## src/rtl/sg_list_pkg.sv

```systemverilog
// sg_list_pkg
//   Shared definitions for the scatter-gather list writer/reader pair:
//   SG entry field offsets, element geometry, holding-buffer sizing,
//   writer FSM state encoding and a DATA_EN saturation helper.
package sg_list_pkg;

    // SG buffer FIFO entry layout
    localparam int unsigned SG_ADDR_LSB    = 0;
    localparam int unsigned SG_LEN_LSB     = 64;
    localparam int unsigned SG_ENTRY_USED  = 96;

    // One SG element = address low, address high, length
    localparam int unsigned SG_ELEM_DWORDS = 3;

    // Holding buffer depth and maximum dwords per input beat
    localparam int unsigned SG_HOLD_DWORDS = 10;
    localparam int unsigned SG_BEAT_DWORDS = 8;

    typedef enum logic {
        S_SGW256_RUN   = 1'b0,
        S_SGW256_FLUSH = 1'b1
    } sgw256_state_e;

    // DATA_EN values above one full beat are treated as a full beat
    function automatic logic [3:0] sg_sat_dword_cnt(input logic [3:0] en);
        return (en > 4'(SG_BEAT_DWORDS)) ? 4'(SG_BEAT_DWORDS) : en;
    endfunction

endpackage

```

## src/rtl/sg_dword_packer.sv

```systemverilog
// sg_dword_packer
//   10-dword holding buffer. Each cycle it can drop the oldest element
//   (shift down by 3 dwords) and then append N new dwords directly after
//   whatever remains, preserving dword order.
// Ports:
//   clk, rst_n     clock, synchronous active-low reset
//   clr            discard all held dwords (count -> 0)
//   shift          remove the lowest 3 dwords (caller guarantees cnt >= 3)
//   append         append append_cnt dwords from append_data[dword 0..]
//   append_cnt     0..8, caller guarantees the result fits in 10 dwords
//   append_data    256-bit beat, dword 0 in [31:0]
//   cnt            number of held dwords (0..10)
//   head           lowest 3 held dwords, dword 0 in [31:0]
import sg_list_pkg::*;

module sg_dword_packer (
    input  logic         clk,
    input  logic         rst_n,
    input  logic         clr,
    input  logic         shift,
    input  logic         append,
    input  logic [3:0]   append_cnt,
    input  logic [255:0] append_data,
    output logic [3:0]   cnt,
    output logic [95:0]  head
);

    logic [SG_HOLD_DWORDS-1:0][31:0] hold_q, hold_d;
    logic [SG_HOLD_DWORDS-1:0][31:0] shifted;
    logic [SG_BEAT_DWORDS-1:0][31:0] in_dw;
    logic [3:0] cnt_q, cnt_d;
    logic [3:0] base;
    logic [3:0] slot;
    logic [3:0] off;

    assign in_dw = append_data;

    always_comb begin
        shifted = hold_q;
        base    = cnt_q;
        slot    = '0;
        off     = '0;
        if (shift) begin
            shifted = hold_q >> (SG_ELEM_DWORDS * 32);
            base    = cnt_q - 4'(SG_ELEM_DWORDS);
        end

        // New dwords land at slots [base, base+append_cnt)
        hold_d = shifted;
        for (int unsigned i = 0; i < SG_HOLD_DWORDS; i++) begin
            slot = 4'(i);
            off  = slot - base;
            if (append && (slot >= base) && (slot < base + append_cnt)) begin
                hold_d[i] = in_dw[off[2:0]];
            end
        end

        if (clr) begin
            cnt_d = '0;
        end else if (append) begin
            cnt_d = base + append_cnt;
        end else begin
            cnt_d = base;
        end
    end

    always_ff @(posedge clk) begin
        if (!rst_n) begin
            hold_q <= '0;
            cnt_q  <= '0;
        end else begin
            hold_q <= hold_d;
            cnt_q  <= cnt_d;
        end
    end

    assign cnt  = cnt_q;
    assign head = {hold_q[2], hold_q[1], hold_q[0]};

endmodule

```

## src/rtl/sg_list_writer_256.sv

```systemverilog
// sg_list_writer_256
//   Packs SG element dwords from the RX completion stream into one 256-bit
//   SG buffer FIFO entry per element: [63:0]=address, [95:64]=length,
//   [255:96]=0. Absorbs 0..8 dwords per beat, emits at most one element
//   per cycle, and stalls the source when a full beat might not fit.
// Ports:
//   CLK, RST_N              clock, synchronous active-low reset
//   DATA, DATA_EN           beat payload and valid dword count (9..15 -> 8)
//   DATA_VALID, DATA_READY  beat handshake
//   FLUSH, FLUSH_DONE       end-of-list request / one-cycle completion pulse
//   ERR                     sticky: a flush discarded a partial element
//   BUF_DATA, BUF_DATA_WEN  SG buffer FIFO write port
//   BUF_DATA_FULL           SG buffer FIFO full
// Build option:
//   SG_LIST_WRITER_ZERO_LEN_SKIP_EN - zero-length elements are dropped
//   without a FIFO write, even while the FIFO is full.
import sg_list_pkg::*;

module sg_list_writer_256 #(
    parameter int C_DATA_WIDTH = 256
) (
    input  logic                    CLK,
    input  logic                    RST_N,
    input  logic [C_DATA_WIDTH-1:0] DATA,
    input  logic [3:0]              DATA_EN,
    input  logic                    DATA_VALID,
    output logic                    DATA_READY,
    input  logic                    FLUSH,
    output logic                    FLUSH_DONE,
    output logic                    ERR,
    output logic [C_DATA_WIDTH-1:0] BUF_DATA,
    output logic                    BUF_DATA_WEN,
    input  logic                    BUF_DATA_FULL
);

    localparam logic [3:0] ELEM_CNT  = 4'(SG_ELEM_DWORDS);
    localparam logic [3:0] READY_MAX = 4'(SG_HOLD_DWORDS - SG_BEAT_DWORDS);

    sgw256_state_e state_q, state_d;
    logic          flush_done_q, flush_done_d;
    logic          err_q, err_d;

    logic [3:0]    cnt;
    logic [95:0]   head;
    logic          has_elem;
    logic          skip;
    logic          emit;
    logic          consume;
    logic [3:0]    cnt_after;
    logic          accept;
    logic          clr;

    sg_dword_packer u_packer (
        .clk         (CLK),
        .rst_n       (RST_N),
        .clr         (clr),
        .shift       (consume),
        .append      (accept),
        .append_cnt  (sg_sat_dword_cnt(DATA_EN)),
        .append_data (DATA),
        .cnt         (cnt),
        .head        (head)
    );

    always_comb begin
        state_d      = state_q;
        flush_done_d = 1'b0;
        err_d        = err_q;
        clr          = 1'b0;

        has_elem = (cnt >= ELEM_CNT);
`ifdef SG_LIST_WRITER_ZERO_LEN_SKIP_EN
        skip = RST_N & has_elem & (head[SG_LEN_LSB +: 32] == 32'd0);
        emit = RST_N & has_elem & (head[SG_LEN_LSB +: 32] != 32'd0) & !BUF_DATA_FULL;
`else
        skip = 1'b0;
        emit = RST_N & has_elem & !BUF_DATA_FULL;
`endif
        consume   = emit | skip;
        cnt_after = consume ? (cnt - ELEM_CNT) : cnt;

        // Ready only when a worst-case 8-dword beat fits after this cycle's drain.
        // RST_N gating keeps the handshake and FIFO port quiet while in reset.
        DATA_READY = RST_N & (state_q == S_SGW256_RUN) & (cnt_after <= READY_MAX);
        accept     = DATA_VALID & DATA_READY;

        case (state_q)
            S_SGW256_RUN: begin
                if (FLUSH) begin
                    state_d = S_SGW256_FLUSH;
                end
            end
            S_SGW256_FLUSH: begin
                // Complete elements drain first; leftover dwords are an error
                if (cnt < ELEM_CNT) begin
                    if (cnt != 4'd0) begin
                        err_d = 1'b1;
                    end
                    clr          = 1'b1;
                    flush_done_d = 1'b1;
                    state_d      = S_SGW256_RUN;
                end
            end
            default: state_d = S_SGW256_RUN;
        endcase

        BUF_DATA                               = '0;
        BUF_DATA[SG_ENTRY_USED-1:SG_ADDR_LSB] = head;
        BUF_DATA_WEN                           = emit;
    end

    always_ff @(posedge CLK) begin
        if (!RST_N) begin
            state_q      <= S_SGW256_RUN;
            flush_done_q <= 1'b0;
            err_q        <= 1'b0;
        end else begin
            state_q      <= state_d;
            flush_done_q <= flush_done_d;
            err_q        <= err_d;
        end
    end

    assign FLUSH_DONE = flush_done_q;
    assign ERR        = err_q;

endmodule
```

## config.mk

```make
export PLATFORM = sky130hd
export DESIGN_NAME = sg_list_writer_256
export DESIGN_NICKNAME = d
export VERILOG_FILES = /design/src/rtl/sg_list_pkg.sv /design/src/rtl/sg_dword_packer.sv /design/src/rtl/sg_list_writer_256.sv
export SDC_FILE = /design/constraint.sdc
export NUM_CORES = 1
export LEC_CHECK = 0
export CORE_ASPECT_RATIO = 0.5
export CORE_MARGIN = 5
export CORE_UTILIZATION = 45
export CTS_CLUSTER_DIAMETER = 40
export DETAILED_ROUTE_END_ITERATION = 10
export PLACE_DENSITY = 0.71
export SLEW_MARGIN = 20
export SYNTH_ARGS = -nofsm -noshare
export SYNTH_HDL_FRONTEND = slang
export SYNTH_SLANG_ARGS = --single-unit
```

## constraint.sdc

```tcl
create_clock -name CLK -period 6.9 [get_ports CLK]
set_input_delay 1.035 -clock CLK [delete_from_list [all_inputs] [get_ports CLK]]
set_output_delay 1.035 -clock CLK [all_outputs]
set_load 0.005 [all_outputs]
```

==> reports/summary.txt <==
port bufs - 364
Max Root-Sink Buffers - 3
Initial Utilization - 45.5%
Final Hold Viols - 0
syn_area_per_cell - 8.72 um2
sw frac - 37.6%
Crit path arrival time - 5.66 ns
Min-Delay Endpoint - u_packer.hold_q[279]$_SDFFE_PN0P_
RSZ-0062 raised after global routing - no
Seq pwr share - 31.1%
Std-Cell Rows - 63
clock share of power - 33.4%
antenna-violating nets left - 0
WL/cell - 30.8 um
Startpoint Class - input pin
core area - 59,400 um2
Setup TNS - 0 ns
share of cells above drive strength 1 - 14.2%
io pins - 525
Nets - 3,433
Hold Crit Class - flip-flop to flip-flop
sequential area share after synthesis - 24.2%
clock root buffer - clkbuf_16
Slew headroom - 22.1%
Logic pwr share - 35.5%
DRC viols - 0
sw power - 0.00261 W
Post-synth EDFFs - 0
cts repair resizes - 0
yosys warns - 0
Routed Wire Length - 124,000 um
max cap viols - 0
crit path max fanout - 38
Setup Skew - 0.0267 ns
Die X - 357 um
Layout Area Growth over Synthesis - 16.7%
Via density - 6.89
Synth Register Bits - 327
Async SR Flop Fraction - 0%
maximum vdd ir drop - 0.175 mV
cell area after layout - 31,500 um2
post-layout min period - 5.18 ns
largest net degree at the start of global routing - 116
final setup vio count - 0
die area - 65,300 um2
Setup CP Type - input pin to flip-flop
initial antenna violation count - 33
Int Power - 0.00432 W
grt total ovfl - 0
most common cell after layout, fill and taps aside - nand2_1
Netlist Area Pre-Place - 27,000 um2
most frequent cells in the layout - nand2_1 (497), clkdlybuf4s50_1 (363), dfxtp_1 (326)
Synth cell types - 57
Die H - 183 um
drt pass-1 iters - 6
Slew @ Worst Pin - 1.17 ns
most common flop cell mapped by yosys - dfxtp_1
global-route wire length before repair - 177,000 um
Clock Sinks - 327
hold path startpoint - u_packer.hold_q[279]$_SDFFE_PN0P_
Post-Synthesis Cells - 3,100
launch point of the worst reg-to-reg path - u_packer.cnt[1]$_SDFF_PP0_
P per Cell Area - 220 nW/um2
Hold Buf Count CTS - 0
worst reg2reg endpoint - u_packer.hold_q[131]$_SDFFE_PN0P_
Peak Freq - 0.193 GHz
Final GP Congestion - 0.970
CTS tree - done
Critical Path RT - 7.38 ns
worst r2r path cells - 10
routed vias - 27,799
Worst setup EP type - flip-flop
vias in the first global route - 25,604
TritonCTS Buffers - 42
period utilization - 75.0%
H-tree levels - 2
DP Wirelength - 82,300 um
Iteration-0 DRC Markers - 4,715
Hold Crit Depth - 2
Clock transition at path regs - 0.07 ns
Reg2Reg Setup Slack - 1.79 ns
All-Layer GR Usage - 35.9%
Post-CTS Setup Bufs - 0
placed cell area - 30,000 um2
max-slew violations - 0
final hold slack - 0.457 ns
clock latency on the worst-skew pair - 0.59 ns
P_leak - 12.0 nW
status - complete, no violations
registers in the layout (all words and copies together) (netlist names):
register	flops
u_packer.hold_q	224
u_packer.head	96
u_packer.cnt	4
ERR	1
FLUSH_DONE	1
state_q	1
routing by layer:
layer  track usage (%)  share of wire (%)
met3              12.3                 15
met5                 0              0.077
met1              48.5                 38
met2              51.6                 41
met4              17.2                5.4
synth_stat cells (4+ instances only):
library cell,instances,area [um2]
mux2i_1,226,2260
o211ai_1,21,158
mux4_2,192,4320
o211a_1,6,60.1
o32ai_1,22,193
xnor2_1,6,52.6
o21ai_0,65,325
mux2_1,29,327
o22ai_1,51,319
a311oi_1,64,561
a221oi_1,122,1070
a211oi_1,73,548
nor3_1,36,180
mux2_2,51,574
and3_1,139,870
buf_1,24,90.1
nand2b_1,4,25.0
a221oi_2,6,90.1
nor2b_1,16,100
a2111oi_0,64,561
nor2_1,33,124
dfxtp_1,327,6550
clkbuf_1,250,938
o31ai_1,19,143
ha_1,6,75.1
inv_2,5,18.8
inv_1,25,93.8
buf_4,273,2050
a21oi_1,310,1550
and2_1,28,175
buf_2,44,220
nand2_1,498,1870
o21a_1,34,255
worst max path at each step:
stage | start | slack (ns) | end | depth (start not counted)
after floorplan | u_packer.cnt[0]$_SDFF_PP0_ | 2.07 | u_packer.head[82]$_SDFFE_PN0P_ | 22
after global placement | BUF_DATA_FULL | 1.52 | u_packer.hold_q[196]$_SDFFE_PN0P_ | 12
after detailed placement | BUF_DATA_FULL | 1.39 | u_packer.hold_q[280]$_SDFFE_PN0P_ | 12
after CTS | BUF_DATA_FULL | 1.97 | u_packer.hold_q[215]$_SDFFE_PN0P_ | 13
after global routing | u_packer.cnt[1]$_SDFF_PP0_ | 1.68 | u_packer.hold_q[131]$_SDFFE_PN0P_ | 10
final | BUF_DATA_FULL | 1.72 | u_packer.hold_q[196]$_SDFFE_PN0P_ | 12
per-stage QoR:
stage	power [W]	util (%)	setup WS [ns]	cells
after floorplan	0.00368	-	2.07	3259
after global placement	0.00451	50.6	1.52	3929
after detailed placement	0.00453	50.6	1.39	3929
after CTS	0.00680	53.0	1.97	4006
after global routing	0.00710	53.1	1.68	4026
final	0.00693	53.1	1.72	4032
kinds of logic after synthesis:
group	share of synthesized area, %
XOR/XNOR	0.315
flip-flops	24.2
AO/OA/AOI/OAI	22.0
adder cells (fa/ha/maj)	0.278
AND/OR/NAND/NOR	12.8
multiplexers	27.8
other	0.0139
buffers and inverters	12.6
critical path: stages:
cell,delay [ns]
clkdlybuf4s50_1,0.52
nand2b_2,0.28
o21ai_1,0.50
and2_4,0.25
inv_2,0.17
ha_4,0.26
a21oi_4,0.82
buf_4,0.64
a21oi_1,0.18
o32ai_1,0.55
a211oi_1,0.15
a211oi_1,0.26
power by group through the flow:
stage                     registers (W)  logic, W  clock network, W
after detailed placement        0.00218   0.00235                 0
final                           0.00215   0.00246           0.00231
after global placement          0.00218   0.00232                 0
after global routing            0.00216   0.00255           0.00239
after floorplan                 0.00212   0.00156                 0
after CTS                       0.00214   0.00235           0.00230
cell type report:
type,instances,area [um2]
Timing Repair Buffer,450,4470
Clock inverter,30,325
Clock buffer,47,1090
Multi-Input combinational cell,2311,17900
Inverter,30,133
Fill cell,5234,27800
Sequential cell,327,6550
Tap cell,812,1020
Antenna cell,25,62.6
Note: power is estimated with default switching activity, not from simulation.
